$ cat src/rtl/clock_pkg.sv
// Shared types, field widths and wrap-around helpers for the clock mode controller.
package clock_pkg;

  localparam int HOUR_W = 5;
  localparam int MIN_W  = 6;

  localparam logic [HOUR_W-1:0] MAX_HOUR = 5'd23;
  localparam logic [MIN_W-1:0]  MAX_MIN  = 6'd59;

  typedef enum logic [1:0] {
    RUN,
    SET_TIME,
    SET_ALARM,
    RING
  } mode_e;

  // DB_BLOCK is the post-reset state: a key must be seen released before it can fire.
  typedef enum logic [1:0] {
    DB_IDLE,
    DB_HELD,
    DB_BLOCK
  } db_state_e;

  function automatic logic [MIN_W-1:0] step_min(input logic [MIN_W-1:0] v, input logic up);
    if (up) return (v == MAX_MIN) ? '0 : v + 1'b1;
    else    return (v == '0) ? MAX_MIN : v - 1'b1;
  endfunction

  function automatic logic [HOUR_W-1:0] step_hour(input logic [HOUR_W-1:0] v, input logic up);
    if (up) return (v == MAX_HOUR) ? '0 : v + 1'b1;
    else    return (v == '0) ? MAX_HOUR : v - 1'b1;
  endfunction

endpackage

$ cat src/rtl/btn_debounce.sv
// Two-flop synchronizer plus debounce for one active-low key; emits one-cycle press pulses.
// Optional hold-to-repeat is built only when CLOCK_AUTO_REPEAT_EN is defined.
module btn_debounce
  import clock_pkg::*;
#(
  parameter int DEBOUNCE_CYCLES = 500000,
  parameter int REPEAT_CYCLES   = 12500000
) (
  input  logic clk,
  input  logic rst,
  input  logic btn_n_i,
  output logic press_o
);

  localparam int              DB_W    = $clog2(DEBOUNCE_CYCLES + 1);
  localparam logic [DB_W-1:0] DB_LAST = DB_W'(DEBOUNCE_CYCLES - 1);

  // The synchronizer resets high for two cycles, so a shorter debounce could not keep
  // a key held through reset blocked.
  if (DEBOUNCE_CYCLES < 3 || REPEAT_CYCLES < 1) begin : g_bad_cfg
    $error("btn_debounce: DEBOUNCE_CYCLES must be >= 3 and REPEAT_CYCLES >= 1");
  end

  logic            sync1_q, sync2_q;
  db_state_e       st_q;
  logic [DB_W-1:0] cnt_q;
  logic            press_q;
  logic            db_done_w;
  logic            rep_fire_w;

  assign db_done_w = (cnt_q == DB_LAST);

`ifdef CLOCK_AUTO_REPEAT_EN
  localparam int              RP_W    = $clog2(REPEAT_CYCLES + 1);
  localparam logic [RP_W-1:0] RP_LAST = RP_W'(REPEAT_CYCLES - 1);

  logic [RP_W-1:0] rep_q;

  assign rep_fire_w = (st_q == DB_HELD) && !sync2_q && (rep_q == RP_LAST);

  always_ff @(posedge clk) begin
    if (rst || st_q != DB_HELD || sync2_q || rep_fire_w) rep_q <= '0;
    else                                                 rep_q <= rep_q + 1'b1;
  end
`else
  assign rep_fire_w = 1'b0;
`endif

  always_ff @(posedge clk) begin
    if (rst) begin
      // NOTE: non-blocking assignments here so every flop samples pre-edge values;
      // blocking would collapse the synchronizer into a single stage.
      sync1_q <= 1'b1;
      sync2_q <= 1'b1;
      st_q    <= DB_BLOCK;
      cnt_q   <= '0;
      press_q <= 1'b0;
    end else begin
      sync1_q <= btn_n_i;
      sync2_q <= sync1_q;
      press_q <= rep_fire_w;
      case (st_q)
        DB_IDLE: begin
          if (sync2_q) begin
            cnt_q <= '0;
          end else if (db_done_w) begin
            press_q <= 1'b1;
            st_q    <= DB_HELD;
            cnt_q   <= '0;
          end else begin
            cnt_q <= cnt_q + 1'b1;
          end
        end
        default: begin
          if (!sync2_q) begin
            cnt_q <= '0;
          end else if (db_done_w) begin
            st_q  <= DB_IDLE;
            cnt_q <= '0;
          end else begin
            cnt_q <= cnt_q + 1'b1;
          end
        end
      endcase
    end
  end

  assign press_o = press_q;

endmodule

$ cat src/rtl/clock_mode_ctrl.sv
// Alarm-clock mode controller: set-time/set-alarm editing, alarm match and ring timer.
// Define CLOCK_AUTO_REPEAT_EN to enable hold-to-repeat on the four edit keys.
module clock_mode_ctrl
  import clock_pkg::*;
#(
  parameter int DEBOUNCE_CYCLES = 500000,
  parameter int RING_SECONDS    = 60,
  parameter int REPEAT_CYCLES   = 12500000
) (
  input  logic              clk,
  input  logic              rst,
  input  logic              sec_tick,
  input  logic [HOUR_W-1:0] cur_hour,
  input  logic [MIN_W-1:0]  cur_min,
  input  logic              time_mode_switch,
  input  logic              alarm_mode_switch,
  input  logic              min_select_switch,
  input  logic              hour_select_switch,
  input  logic              incr_min_btn,
  input  logic              dec_min_btn,
  input  logic              incr_hour_btn,
  input  logic              dec_hour_btn,
  output logic              tc_min_inc,
  output logic              tc_min_dec,
  output logic              tc_hour_inc,
  output logic              tc_hour_dec,
  output logic              tc_hold,
  output logic [HOUR_W-1:0] alarm_hour,
  output logic [MIN_W-1:0]  alarm_min,
  output logic              disp_sel,
  output logic [17:0]       alarm_signal,
  output logic              settings_signal
);

  localparam int              RC_W      = $clog2(RING_SECONDS + 1);
  localparam logic [RC_W-1:0] RING_LAST = RC_W'(RING_SECONDS - 1);

  logic [3:0] keys_n_w;  // {dec_hour, incr_hour, dec_min, incr_min}
  logic [3:0] ev_w;

  assign keys_n_w = {dec_hour_btn, incr_hour_btn, dec_min_btn, incr_min_btn};

  for (genvar k = 0; k < 4; k++) begin : g_key
    btn_debounce #(
      .DEBOUNCE_CYCLES (DEBOUNCE_CYCLES),
      .REPEAT_CYCLES   (REPEAT_CYCLES)
    ) u_db (
      .clk     (clk),
      .rst     (rst),
      .btn_n_i (keys_n_w[k]),
      .press_o (ev_w[k])
    );
  end

  mode_e             state_q, state_d;
  logic              tc_min_inc_q, tc_min_dec_q, tc_hour_inc_q, tc_hour_dec_q;
  logic              tc_hold_q, disp_sel_q, settings_q;
  logic [HOUR_W-1:0] alarm_hour_q;
  logic [MIN_W-1:0]  alarm_min_q;
  logic [17:0]       alarm_sig_q;
  logic [RC_W-1:0]   ring_cnt_q;
  logic              match_q, match_prev_q;

  // Opposing keys on one field in the same cycle cancel out.
  logic min_inc_w, min_dec_w, hour_inc_w, hour_dec_w;
  assign min_inc_w  = ev_w[0] & ~ev_w[1] & min_select_switch;
  assign min_dec_w  = ev_w[1] & ~ev_w[0] & min_select_switch;
  assign hour_inc_w = ev_w[2] & ~ev_w[3] & hour_select_switch;
  assign hour_dec_w = ev_w[3] & ~ev_w[2] & hour_select_switch;

  logic match_rise_w, ring_done_w;
  assign match_rise_w = match_q & ~match_prev_q;
  assign ring_done_w  = sec_tick && (ring_cnt_q == RING_LAST);

  always_comb begin
    // NOTE: default first so every path assigns state_d and no latch is inferred.
    state_d = state_q;
    unique case (state_q)
      RUN: begin
        if (time_mode_switch)       state_d = SET_TIME;
        else if (alarm_mode_switch) state_d = SET_ALARM;
        else if (match_rise_w)      state_d = RING;
      end
      SET_TIME: if (!time_mode_switch) state_d = RUN;
      SET_ALARM: begin
        if (time_mode_switch)        state_d = SET_TIME;
        else if (!alarm_mode_switch) state_d = RUN;
      end
      RING: begin
        if (time_mode_switch)              state_d = SET_TIME;
        else if (alarm_mode_switch)        state_d = SET_ALARM;
        else if ((|ev_w) || ring_done_w)   state_d = RUN;
      end
      default: state_d = RUN;
    endcase
  end

  always_ff @(posedge clk) begin
    if (rst) begin
      state_q       <= RUN;
      tc_min_inc_q  <= 1'b0;
      tc_min_dec_q  <= 1'b0;
      tc_hour_inc_q <= 1'b0;
      tc_hour_dec_q <= 1'b0;
      tc_hold_q     <= 1'b0;
      disp_sel_q    <= 1'b0;
      settings_q    <= 1'b0;
      alarm_hour_q  <= '0;
      alarm_min_q   <= '0;
      alarm_sig_q   <= '0;
      ring_cnt_q    <= '0;
      // A match already present when reset releases is treated as old.
      match_q       <= 1'b1;
      match_prev_q  <= 1'b1;
    end else begin
      state_q       <= state_d;
      tc_min_inc_q  <= (state_q == SET_TIME) & min_inc_w;
      tc_min_dec_q  <= (state_q == SET_TIME) & min_dec_w;
      tc_hour_inc_q <= (state_q == SET_TIME) & hour_inc_w;
      tc_hour_dec_q <= (state_q == SET_TIME) & hour_dec_w;
      tc_hold_q     <= (state_d == SET_TIME);
      disp_sel_q    <= (state_d == SET_ALARM);
      settings_q    <= (state_d == SET_TIME) || (state_d == SET_ALARM);
      match_q       <= ({cur_hour, cur_min} == {alarm_hour_q, alarm_min_q});
      match_prev_q  <= match_q;

      if (state_q == SET_ALARM) begin
        if (min_inc_w || min_dec_w)   alarm_min_q  <= step_min(alarm_min_q, min_inc_w);
        if (hour_inc_w || hour_dec_w) alarm_hour_q <= step_hour(alarm_hour_q, hour_inc_w);
      end

      if (state_d != RING) begin
        ring_cnt_q  <= '0;
        alarm_sig_q <= '0;
      end else if (state_q != RING) begin
        ring_cnt_q  <= '0;
        alarm_sig_q <= '1;
      end else if (sec_tick) begin
        ring_cnt_q  <= ring_cnt_q + 1'b1;
        alarm_sig_q <= ~alarm_sig_q;
      end
    end
  end

  assign tc_min_inc      = tc_min_inc_q;
  assign tc_min_dec      = tc_min_dec_q;
  assign tc_hour_inc     = tc_hour_inc_q;
  assign tc_hour_dec     = tc_hour_dec_q;
  assign tc_hold         = tc_hold_q;
  assign alarm_hour      = alarm_hour_q;
  assign alarm_min       = alarm_min_q;
  assign disp_sel        = disp_sel_q;
  assign alarm_signal    = alarm_sig_q;
  assign settings_signal = settings_q;

endmodule

$ cat config.mk
export PLATFORM = sky130hd
export DESIGN_NAME = clock_mode_ctrl
export DESIGN_NICKNAME = d
export VERILOG_FILES = /design/src/rtl/clock_pkg.sv /design/src/rtl/btn_debounce.sv /design/src/rtl/clock_mode_ctrl.sv
export SDC_FILE = /design/constraint.sdc
export NUM_CORES = 1
export LEC_CHECK = 0
export CAP_MARGIN = 20
export CORE_MARGIN = 4
export CORE_UTILIZATION = 40
export DETAILED_ROUTE_END_ITERATION = 7
export GPL_TIMING_DRIVEN = 0
export PLACE_DENSITY_LB_ADDON = 0.08
export SYNTH_ARGS = -nofsm -noshare
export SYNTH_HDL_FRONTEND = slang
export SYNTH_SLANG_ARGS = --single-unit
export TNS_END_PERCENT = 30
$ cat constraint.sdc
create_clock -name clk -period 2.7 [get_ports clk]
set_input_delay 0.54 -clock clk [delete_from_list [all_inputs] [get_ports clk]]
set_output_delay 0.54 -clock clk [all_outputs]
set_load 0.005 [all_outputs]
==> results of run 1 <==
[placed cells by master (no fill, tap or decap), types with 4 or more instances in the layout]
| cell type | count |
|---|---|
| dfxtp_1 | 142 |
| nor2_1 | 81 |
| xnor2_1 | 59 |
| clkdlybuf4s50_1 | 56 |
| a21oi_1 | 48 |
| nand2_1 | 38 |
| nand3_1 | 37 |
| xor2_1 | 29 |
| inv_1 | 25 |
| nand4_1 | 24 |
| o21ai_0 | 24 |
| clkbuf_1 | 22 |
| clkbuf_16 | 17 |
| or3_1 | 16 |
| and3_1 | 15 |
| or4_1 | 15 |
| nor3_1 | 14 |
| ha_1 | 13 |
| nor4_1 | 12 |
| o31ai_1 | 12 |
| or2_2 | 12 |
| and4_1 | 7 |
| and2_1 | 6 |
| nor2b_1 | 6 |
| o211ai_1 | 5 |
| a31oi_1 | 5 |
| a21o_1 | 4 |
| buf_6 | 4 |
| and3b_1 | 4 |
| clkbuf_8 | 4 |
| clkinv_2 | 4 |
[logic make-up (layout without fill, tap and decap cells)]
logic type / after synthesis / after routing / synth area share (%)
simple gates: 309 / 309 / 26.1
flops: 142 / 142 / 43.6
compound gates: 119 / 119 / 11.3
xor+xnor: 88 / 88 / 11.8
buf+inv: 56 / 144 / 4.12
fa+ha+maj: 13 / 13 / 2.49
mux: 4 / 4 / 0.633
[worst max-delay path by stage]
stage	start	endpoint	cells past startpoint
2_1_floorplan	sec_tick	alarm_signal[10]	9
3_3_place_gp	alarm_mode_switch	alarm_signal[10]	8
3_5_place_dp	alarm_mode_switch	alarm_signal[11]	8
4_1_cts	g_key[1].u_db.press_o	alarm_signal[11]	8
5_1_grt	g_key[1].u_db.press_o	alarm_signal[10]	8
6_report	g_key[1].u_db.press_o	alarm_signal[17]	8
[cells in the mapped netlist, types with 7 or more instances]
library cell and number:
dfxtp_1 142, nor2_1 81, xnor2_1 59, a21oi_1 48
nand2_1 38, nand3_1 37, xor2_1 29, inv_1 25
nand4_1 24, o21ai_0 24, clkbuf_1 21, or3_1 16
and3_1 15, or4_1 15, nor3_1 14, ha_1 13
nor4_1 12, o31ai_1 12, or2_2 12, and4_1 7
[power by group through the flow]
stage,clock network (mW),registers (mW),logic [mW]
floorplan,0,2.20,0.130
global placement,0,2.21,0.223
detailed placement,0,2.21,0.225
CTS,2.48,2.16,0.228
global route,2.56,2.17,0.247
finish,2.42,2.16,0.223
[through the flow]
stage | area (um^2) | worst slack (ns) | total power, mW | utilization [%] | cells
floorplan | 6520 | 0.654 | 2.33 | - | 731
global placement | 7350 | 0.263 | 2.43 | 46.1 | 1003
detailed placement | 7350 | 0.200 | 2.43 | 46.1 | 1003
CTS | 7970 | 0.383 | 4.87 | 50.0 | 1035
global route | 7970 | 0.162 | 4.98 | 50.0 | 1035
finish | 7970 | 0.435 | 4.80 | 50.0 | 1035
[critical path, delay by kind of cell, from the launching register on]
| kind | cells | cell delay, ns |
|---|---|---|
| and+or+nand+nor | 2 | 0.61 |
| adders and majority gates | 1 | 0.16 |
| buffers and inverters | 2 | 0.38 |
| DFF | 1 | 0.35 |
| AOI/OAI and AO/OA | 3 | 0.70 |
[area by class of cell]
cell class / instances / area, um^2 / share of cell area [%]
multi-input combinational: 533 / 3410 / 42.8
sequential: 142 / 2840 / 35.7
timing repair buffer: 56 / 561 / 7.03
clock buffer: 22 / 484 / 6.07
tap: 216 / 270 / 3.39
buffer: 31 / 175 / 2.20
clock inverter: 10 / 134 / 1.68
inverter: 25 / 93.8 / 1.18
[metal layers]
metal	GRT usage, %	routed length [um]	vias to the layer above	part of all wire (%)
li1	-	-	2757	-
met1	21.2	6830	2545	47
met2	25.3	6520	121	45
met3	3.97	879	16	6.1
met4	5.77	230	0	1.6
met5	0	0	-	0
[flip-flops by register name, indices dropped and copies added (netlist names)]
| register | flops |
|---|---|
| disp_sel | 1 |
| tc_hour_inc | 1 |
| g_key.u_db.sync1_q | 4 |
| alarm_hour | 5 |
| tc_min_dec | 1 |
| alarm_min | 6 |
| g_key.u_db.cnt_q | 76 |
| tc_hour_dec | 1 |
| g_key.u_db.press_o | 4 |
| match_prev_q | 1 |
| tc_min_inc | 1 |
| state_q | 2 |
| settings_signal | 1 |
| g_key.u_db.st_q | 8 |
| alarm_signal | 18 |
| tc_hold | 1 |
| ring_cnt_q | 6 |
| g_key.u_db.sync2_q | 4 |
| match_q | 1 |
==> results.txt, run 1 <==
----------------------------------------------------
[Run status]
  Run status ... finished, final reports clean

[Pwr]
  Power share of the sequential group ... 45.0%
  Pwr/cell area ... 603 mW/mm^2
  Maximum VDD drop ... 0.449 mV
  Switching share of power ... 21.0%
  Leakage power summed over all cells ... 2.79 nW
  Int Power ... 3.80 mW
  Share of power burned in the clock network ... 50.4%
  Psw ... 1.01 mW
  Combinational group share of total power ... 4.6%

[Synthesis]
  Cell type contributing the most total cell area after synthesis ... dfxtp_1
  Top-area cell type share of the netlist area ... 43.6%
  Count of flip-flops with a built-in enable after synthesis ... 0
  Main area contributors after synthesis ... dfxtp_1 44%, xnor2_1 7.9%, nor2_1 4.7%
  Post-synthesis instance total ... 731
  Synth unique cells ... 60
  Post-synthesis instance area ... 0.00652 mm^2
  Sequential share of the synthesized area ... 43.6%
  Flip-flop and latch count after synthesis ... 142
  Predominant post-synthesis flop cell ... dfxtp_1
  Net count of the mapped netlist ... 766
  Share of flip-flops with an asynchronous set or reset ... 0%
  Number of warnings reported in the yosys synthesis log ... 0
  Mean cell area of the mapped netlist ... 8.92 um^2

[Clock network]
  Post-CTS resize count ... 0
  Number of CTS-inserted buffers ... 17
  H-tree depth ... 4
  CTS sink count ... 142
  Maximum buffer depth of the clock tree ... 2
  Clock network latency to the later pin of the worst-skew pair ... 0.42 ns
  Number of post-CTS setup repair buffers ... 0
  Post-CTS clock slew at the launch and capture registers of the worst setup and hold paths ... 0.06 ns
  Clk Tree Root Cell ... clkbuf_16
  Clock tree from TritonCTS ... yes
  CTS Hold Bufs ... 0

[Final layout]
  Total number of nets in the final design ... 841
  Number of inserted filler cells in the final layout ... 1509
  Growth of design area from synthesis to finish ... 22.2%
  Share of post-route cells with drive strength above 1 ... 7.69%
  Final antenna diode count ... 0

[Placement]
  HPWL reported at the end of detailed placement ... 10200 um
  I/O Buffers ... 56
  Final estimated routing congestion in global placement ... 0.906

[Floorplan]
  Initial cell density of the core ... 40.9%
  Number of I/O pins ... 58
  Core Rows ... 46
  Die width ... 136 um
  Area inside the core boundary ... 0.0159 mm^2
  Total Die Area ... 0.0184 mm^2
  Die height ... 136 um

[Min path]
  Number of instances on the worst hold path ... 1
  Hold Startpoint ... g_key[3].u_db.sync1_q
  Hold endpoint ... g_key[3].u_db.sync2_q
  Class of the tightest hold or removal check ... flop to flop

[GRT]
  First-pass GRT wire length ... 24000 um
  All-Layer GR Usage ... 16.0%
  Final global-route overflow total ... 0
  Number of global-route vias before repair ... 5054
  Number of antenna violations at the first check in global routing ... 0
  Maximum number of pins on one net before global-route repair ... 17

[Critical path]
  Critical path cell sequence ... nor4_1 > o211ai_1 > a221o_1 > inv_1 > ha_1 > nand2_1 > clkbuf_1 > a21oi_1
  Critical path endpoint category ... flop
  Maximum fanout encountered on the critical timing path ... 10
  Flop-to-flop setup slack ... 0.43 ns
  Element type at the critical path start ... flop
  Slowest Stage Delay on Critical Path ... 0.42 ns
  Class of the most critical setup path ... flop to flop
  Arrival time at the worst endpoint ... 2.60 ns
  R2r worst-path depth ... 8
  Startpoint of the worst-slack reg-to-reg timing path ... g_key[1].u_db.press_o
  Worst reg2reg path endpoint ... alarm_signal[17]
  Slowest CP cell ... nor4_1
  Required time reported for the critical path endpoint ... 3.04 ns

[Drt]
  Detailed Route WL ... 14500 um
  Number of DRC markers in iteration 0 ... 369
  Antenna-violating nets left ... 0
  Count of vias placed by the detailed router ... 5439
  DRC Markers ... 0
  Via density ... 5.26
  Average detailed-routed wire length per instance ... 14.0 um
  Number of iterations in the first detailed-routing pass ... 4

[STA]
  Maximum clock skew at final layout ... 0.00592 ns
  Setup Viol. Count Final ... 0
  Fin. Hold Viols ... 0
  Min cycle time layout ... 2.27 ns
  Portion of the clock cycle consumed by the worst path in the final layout ... 83.9%
  Worst-case headroom to the max-slew limit ... 54.7%
  Hold_ws ... 0.406 ns
  Slew at the pin closest to its max-slew limit ... 0.680 ns
  Pins over their slew limit ... 0
  RSZ-0062 raised after global routing ... false
  Highest clock rate ... 0.441 GHz
  Setup TNS after final layout ... 0 ns

[Run]
  Max-capacitance violation count ... 0

----------------------------------------------------
No activity file was read; power rests on OpenSTA's default activity.
==> inputs of run 2 (changes only) <==
- clock period: 2.7 -> 2.3 ns (I/O delays scaled with it)
==> results.txt, run 2 (same netlist as run 1, synthesis figures left out) <==
----------------------------------------------------
[Run status]
  Run status ... finished, final reports clean

[Drt]
  Count of vias placed by the detailed router ... 5438 (-0.018%)
  Detailed Route WL ... 14400 um (about the same)
  Via density ... 5.25 (about the same)
  Number of DRC markers in iteration 0 ... 369 (unchanged)
  DRC Markers ... 0 (unchanged)
  Average detailed-routed wire length per instance ... 14.0 um (about the same)
  Antenna-violating nets left ... 0 (unchanged)
  Number of iterations in the first detailed-routing pass ... 4 (unchanged)

[Placement]
  HPWL reported at the end of detailed placement ... 10200 um (unchanged)
  Final estimated routing congestion in global placement ... 0.906 (unchanged)
  I/O Buffers ... 56 (unchanged)
  Placed Instance Area ... 0.00735 mm^2 (unchanged)
  Cell Count Post-Placement ... 1003 (unchanged)

[Critical path]
  Slowest CP cell ... a221o_1
  Class of the most critical setup path ... flop to flop
  Slowest Stage Delay on Critical Path ... 0.37 ns (-0.05 ns)
  Element type at the critical path start ... flop
  Critical path endpoint category ... flop
  Arrival time at the worst endpoint ... 2.39 ns (-0.21 ns)
  Required time reported for the critical path endpoint ... 2.64 ns (-0.40 ns)
  Maximum fanout encountered on the critical timing path ... 10 (unchanged)
  Critical path cell sequence ... nor4_2 > o211ai_1 > a221o_1 > inv_1 > ha_1 > nand2_2 > buf_2 > a21oi_1

[Final layout]
  Share of post-route cells with drive strength above 1 ... 8.06% (+0.37 points)
  Growth of design area from synthesis to finish ... 22.4%
  Most common cell after layout, fill and taps aside ... dfxtp_1
  Largest Register ... g_key.u_db.cnt_q
  Final antenna diode count ... 0 (unchanged)
  Final instance area ... 0.00798 mm^2 (+0.13%)
  Commonest cells after routing, fill and taps aside ... 142 x dfxtp_1, 81 x nor2_1, 59 x xnor2_1
  Flip-flop count of the largest register, all copies and words added ... 76 (unchanged)
  Post-Layout Cell Count ... 1035 (unchanged)
  Total number of nets in the final design ... 841 (unchanged)

[Clock network]
  Post-CTS clock slew at the launch and capture registers of the worst setup and hold paths ... 0.06 ns (about the same)
  H-tree depth ... 4 (unchanged)
  Clock network latency to the later pin of the worst-skew pair ... 0.42 ns (about the same)
  CTS sink count ... 142 (unchanged)
  Maximum buffer depth of the clock tree ... 2 (unchanged)
  Number of CTS-inserted buffers ... 17 (unchanged)
  Clock tree from TritonCTS ... yes
  Clk Tree Root Cell ... clkbuf_16
  CTS Hold Bufs ... 0 (unchanged)

[GRT]
  Final global-route overflow total ... 0 (unchanged)
  First-pass GRT wire length ... 24000 um (unchanged)
  Number of antenna violations at the first check in global routing ... 0 (unchanged)
  Number of global-route vias before repair ... 5054 (unchanged)
  Maximum number of pins on one net before global-route repair ... 17 (unchanged)
  All-Layer GR Usage ... 16.0% (unchanged)

[STA]
  Highest clock rate ... 0.489 GHz (+11%)
  Pins over their slew limit ... 0 (unchanged)
  Maximum clock skew at final layout ... 0.00604 ns (+0.000121 ns)
  RSZ-0062 raised after global routing ... false
  Portion of the clock cycle consumed by the worst path in the final layout ... 89.0% (+5.1 points)
  Setup Viol. Count Final ... 0 (unchanged)
  Fin. Hold Viols ... 0 (unchanged)
  Worst-case headroom to the max-slew limit ... 54.7% (about the same)
  Min cycle time layout ... 2.05 ns (-0.219 ns)
  Setup TNS after final layout ... 0 ns (unchanged)
  Slew at the pin closest to its max-slew limit ... 0.680 ns (-0.00000262 ns)

[Floorplan]
  Core Rows ... 46 (unchanged)
  Area inside the core boundary ... 0.0159 mm^2 (unchanged)
  Die height ... 136 um (unchanged)
  Die width ... 136 um (unchanged)
  Number of I/O pins ... 58 (unchanged)
  Total Die Area ... 0.0184 mm^2 (unchanged)
  Initial cell density of the core ... 40.9% (unchanged)

[Pwr]
  Power share of the sequential group ... 45.0% (about the same)
  Pwr/cell area ... 706 mW/mm^2 (+17%)
  Final total power ... 5.64 mW (+17%)
  Share of power burned in the clock network ... 50.3% (about the same)
  Maximum VDD drop ... 0.528 mV (+18%)
  Switching share of power ... 20.9% (-0.026 points)
  Psw ... 1.18 mW (+17%)
  Int Power ... 4.46 mW (+17%)
  Combinational group share of total power ... 4.7% (about the same)
  Leakage power summed over all cells ... 2.80 nW (+0.13%)

[Min path]
  Class of the tightest hold or removal check ... flop to flop

[Run]
  Max-capacitance violation count ... 0 (unchanged)

----------------------------------------------------
==> run 2: cell count changes in the layout (fill, tap and decap cells not counted), sizes merged <==
cell	change
buf	+1
clkbuf	-1
==> run 2: per-layer routing <==
metal / wire length, um / global-route usage [%] / part of all wire [%] / vias to the layer above
li1: - / - / - / 2758
met1: 6980 / 21.2 / 48 / 2560
met2: 6560 / 25.3 / 45 / 101
met3: 651 / 3.97 / 4.5 / 19
met4: 252 / 5.77 / 1.7 / 0
met5: 0 / 0 / 0 / -
==> run 2: power by group through the flow <==
| stage | logic, mW | registers, mW | clock network [mW] |
|---|---|---|---|
| 3_3_place_gp | 0.261 | 2.59 | 0 |
| 5_1_grt | 0.291 | 2.54 | 3.01 |
| 6_report | 0.263 | 2.54 | 2.84 |
| 2_1_floorplan | 0.152 | 2.59 | 0 |
| 3_5_place_dp | 0.265 | 2.59 | 0 |
| 4_1_cts | 0.267 | 2.54 | 2.91 |
==> run 2: final cells by class <==
cell class | count | area [um^2]
fill | 1507 | 7960
clock buffer | 22 | 484
buffer | 31 | 176
multi-input combinational | 533 | 3420
sequential | 142 | 2840
clock inverter | 10 | 134
inverter | 25 | 93.8
tap | 216 | 270
timing repair buffer | 56 | 561
==> run 2: through the flow <==
stage	hold WS (ns)	util, %	setup slack [ns]
6_report	0.406	50.1	0.253
5_1_grt	0.418	50.1	0.0647
4_1_cts	0.407	50.0	0.0771
3_5_place_dp	0.393	46.1	-0.120
3_3_place_gp	0.393	46.1	-0.0573
2_1_floorplan	0.389	-	0.334
==> run 2: worst paths after layout <==
check                             start               endpoint  slack (ns)  depth (start not counted)
hold reg to reg   g_key[3].u_db.sync1_q  g_key[3].u_db.sync2_q        0.41                          1
setup / recovery  g_key[1].u_db.press_o       alarm_signal[17]        0.25                          8
hold / removal    g_key[3].u_db.sync1_q  g_key[3].u_db.sync2_q        0.41                          1
setup reg to reg  g_key[1].u_db.press_o       alarm_signal[17]        0.25                          8
==> run 2: timing repair <==
item                       in CTS  in global routing
resized for setup               1                  4
setup endpoints to repair       4                 10
buffers inserted                0                  0
==> run 2: worst max-delay path: cells and delay by family (launching register included) <==
kind            cells  cell delay (ns)
compound gates      3             0.65
simple gates        2             0.48
flops               1             0.36
buf+inv             2             0.32
fa+ha+maj           1             0.18
==> inputs of run 3 (changes only) <==
- CORE_ASPECT_RATIO: unset -> 0.5
==> results.txt, run 3 (same netlist as run 1, synthesis figures left out) <==
----------------------------------------------------
[GRT]
  Final global-route overflow total ... 0 (unchanged)
  First-pass GRT wire length ... 24300 um (+1.0%)
  Number of antenna violations at the first check in global routing ... 0 (unchanged)
  All-Layer GR Usage ... 15.7% (-0.29 points)
  Number of global-route vias before repair ... 4943 (-2.2%)
  Maximum number of pins on one net before global-route repair ... 17 (unchanged)

[Clock network]
  Clock network latency to the later pin of the worst-skew pair ... 0.42 ns (about the same)
  CTS sink count ... 142 (unchanged)
  Number of CTS-inserted buffers ... 17 (unchanged)
  Number of post-CTS setup repair buffers ... 0 (unchanged)
  Post-CTS clock slew at the launch and capture registers of the worst setup and hold paths ... 0.06 ns (about the same)
  Post-CTS resize count ... 1 (unchanged)
  CTS Hold Bufs ... 0 (unchanged)
  Maximum buffer depth of the clock tree ... 2 (unchanged)
  Clock tree from TritonCTS ... yes
  H-tree depth ... 4 (unchanged)
  Clk Tree Root Cell ... clkbuf_16

[Drt]
  Average detailed-routed wire length per instance ... 13.7 um (-2.1%)
  Number of DRC markers in iteration 0 ... 342 (-7.3%)
  Antenna-violating nets left ... 0 (unchanged)
  Via density ... 5.15 (-2.1%)
  Detailed Route WL ... 14200 um (-1.7%)
  DRC Markers ... 0 (unchanged)
  Number of iterations in the first detailed-routing pass ... 4 (unchanged)
  Count of vias placed by the detailed router ... 5346 (-1.7%)

[Pwr]
  Combinational group share of total power ... 4.6% (about the same)
  Pwr/cell area ... 713 mW/mm^2 (+0.96%)
  Leakage power summed over all cells ... 2.80 nW (about the same)
  Power share of the sequential group ... 44.5% (-0.5 points)
  Int Power ... 4.51 mW (+1.1%)
  Switching share of power ... 21.0% (+0.060 points)
  Maximum VDD drop ... 0.498 mV (-5.7%)
  Psw ... 1.20 mW (+1.5%)
  Share of power burned in the clock network ... 50.9% (+0.6 points)

[Floorplan]
  Core Rows ... 32 (-30%)
  Die width ... 189 um (+39%)
  Total Die Area ... 0.0185 mm^2 (+0.67%)
  Initial cell density of the core ... 41.6% (+0.65 points)
  Area inside the core boundary ... 0.0157 mm^2 (-1.6%)
  Die height ... 98.3 um (-28%)
  Number of I/O pins ... 58 (unchanged)

[Critical path]
  Critical path cell sequence ... nor4_4 > o211ai_1 > a221o_1 > inv_1 > ha_1 > nand2_1 > buf_2 > a21oi_1
  Startpoint of the worst-slack reg-to-reg timing path ... g_key[1].u_db.press_o
  Worst Setup EP ... alarm_signal[16]
  Critical path endpoint category ... flop
  Slowest CP cell ... dfxtp_1
  Flop-to-flop setup slack ... 0.22 ns (-0.03 ns)
  Required time reported for the critical path endpoint ... 2.65 ns (about the same)
  Worst reg2reg path endpoint ... alarm_signal[16]
  Maximum fanout encountered on the critical timing path ... 10 (unchanged)
  Arrival time at the worst endpoint ... 2.42 ns (+0.03 ns)
  Element type at the critical path start ... flop
  Critical path launch point ... g_key[1].u_db.press_o
  Slowest Stage Delay on Critical Path ... 0.37 ns (about the same)
  Class of the most critical setup path ... flop to flop
  R2r worst-path depth ... 8 (unchanged)

[STA]
  Worst-case headroom to the max-slew limit ... 55.8% (+1.1 points)
  Maximum clock skew at final layout ... 0.00980 ns (+0.00376 ns)
  Min cycle time layout ... 2.08 ns (+0.0298 ns)
  Setup Viol. Count Final ... 0 (unchanged)
  Highest clock rate ... 0.482 GHz (-1.4%)
  RSZ-0062 raised after global routing ... false
  Pins over their slew limit ... 0 (unchanged)
  Slew at the pin closest to its max-slew limit ... 0.663 ns (-0.0172 ns)
  Final worst slack ... 0.224 ns (-0.0298 ns)
  Fin. Hold Viols ... 0 (unchanged)
  Portion of the clock cycle consumed by the worst path in the final layout ... 90.3% (+1.3 points)

[Run]
  Max-capacitance violation count ... 0 (unchanged)

[Final layout]
  Final antenna diode count ... 0 (unchanged)
  Growth of design area from synthesis to finish ... 22.6%
  Largest Register ... g_key.u_db.cnt_q
  Most common cell after layout, fill and taps aside ... dfxtp_1
  Flip-flop count of the largest register, all copies and words added ... 76 (unchanged)
  Total number of nets in the final design ... 841 (unchanged)
  Final core utilization ... 51.0% (+0.90 points)
  Number of inserted filler cells in the final layout ... 1521 (+0.93%)
  Final instance area ... 0.00800 mm^2 (+0.22%)
  Share of post-route cells with drive strength above 1 ... 7.70% (-0.36 points)
  Commonest cells after routing, fill and taps aside ... 142 x dfxtp_1, 81 x nor2_1, 59 x xnor2_1

[Placement]
  Worst slack at placement ... -0.105 ns (+0.0153 ns)
  Placed Instance Area ... 0.00736 mm^2 (about the same)
  Final estimated routing congestion in global placement ... 0.793 (-12%)
  I/O Buffers ... 56 (unchanged)
  HPWL reported at the end of detailed placement ... 10200 um (-0.64%)

[Min path]
  Class of the tightest hold or removal check ... flop to flop

[Run status]
  Run status ... finished, final reports clean

----------------------------------------------------
-- run 3: cell types whose count changed in the layout (fill, tap and decap cells not counted), sizes merged --
cell	before	now
clkbuf	42	41
bufinv	3	4
inv	26	25
-- run 3: per-layer routing --
| layer | GRT usage [%] | up-vias | wire length [um] |
|---|---|---|---|
| met5 | 0 | - | 0 |
| met4 | 4.76 | 0 | 136 |
| met3 | 3.93 | 12 | 612 |
| met2 | 24.2 | 84 | 6100 |
| met1 | 21.8 | 2505 | 7350 |
| li1 | - | 2745 | - |
-- run 3: cell type report --
class	count	area (um^2)	area share, %
well taps	221	277	3.46
repair buffers	56	561	7.01
inverters	25	93.8	1.17
flip-flops and latches	142	2840	35.5
multi-input cells	533	3430	42.8
clock inverters	10	163	2.03
plain buffers	31	176	2.21
clock buffers	21	460	5.76
-- run 3: stage by stage --
stage	power, mW	TNS, ns	std cells	hold WS, ns
after floorplan	2.74	0	731	0.389
after global placement	2.85	-0.735	1008	0.396
after detailed placement	2.86	-1.28	1008	0.397
after CTS	5.77	0	1039	0.407
after global routing	5.90	0	1039	0.433
final	5.70	0	1039	0.409
-- run 3: worst min-delay path by stage --
stage	start	end	slack (ns)	cells after the start
finish	g_key[2].u_db.sync1_q	g_key[2].u_db.sync2_q	0.41	1
global route	g_key[2].u_db.sync1_q	g_key[2].u_db.sync2_q	0.43	1
CTS	g_key[2].u_db.sync1_q	g_key[2].u_db.sync2_q	0.41	1
detailed placement	g_key[2].u_db.sync1_q	g_key[2].u_db.sync2_q	0.40	1
global placement	g_key[2].u_db.sync1_q	g_key[2].u_db.sync2_q	0.40	1
floorplan	g_key[0].u_db.sync1_q	g_key[0].u_db.sync2_q	0.39	1
-- run 3: critical path, delay by kind of cell (launching register included) --
family | cells | cell delay, ns
AO/OA/AOI/OAI | 3 | 0.61
flip-flops | 1 | 0.37
AND/OR/NAND/NOR | 2 | 0.52
buffers and inverters | 2 | 0.35
adder cells (fa/ha/maj) | 1 | 0.16
-- run 3: power by group through the flow --
stage	sequential, mW	clock, mW	combinational [mW]
global route	2.55	3.07	0.290
CTS	2.54	2.96	0.264
floorplan	2.59	0	0.152
global placement	2.59	0	0.261
finish	2.54	2.91	0.260
detailed placement	2.59	0	0.263
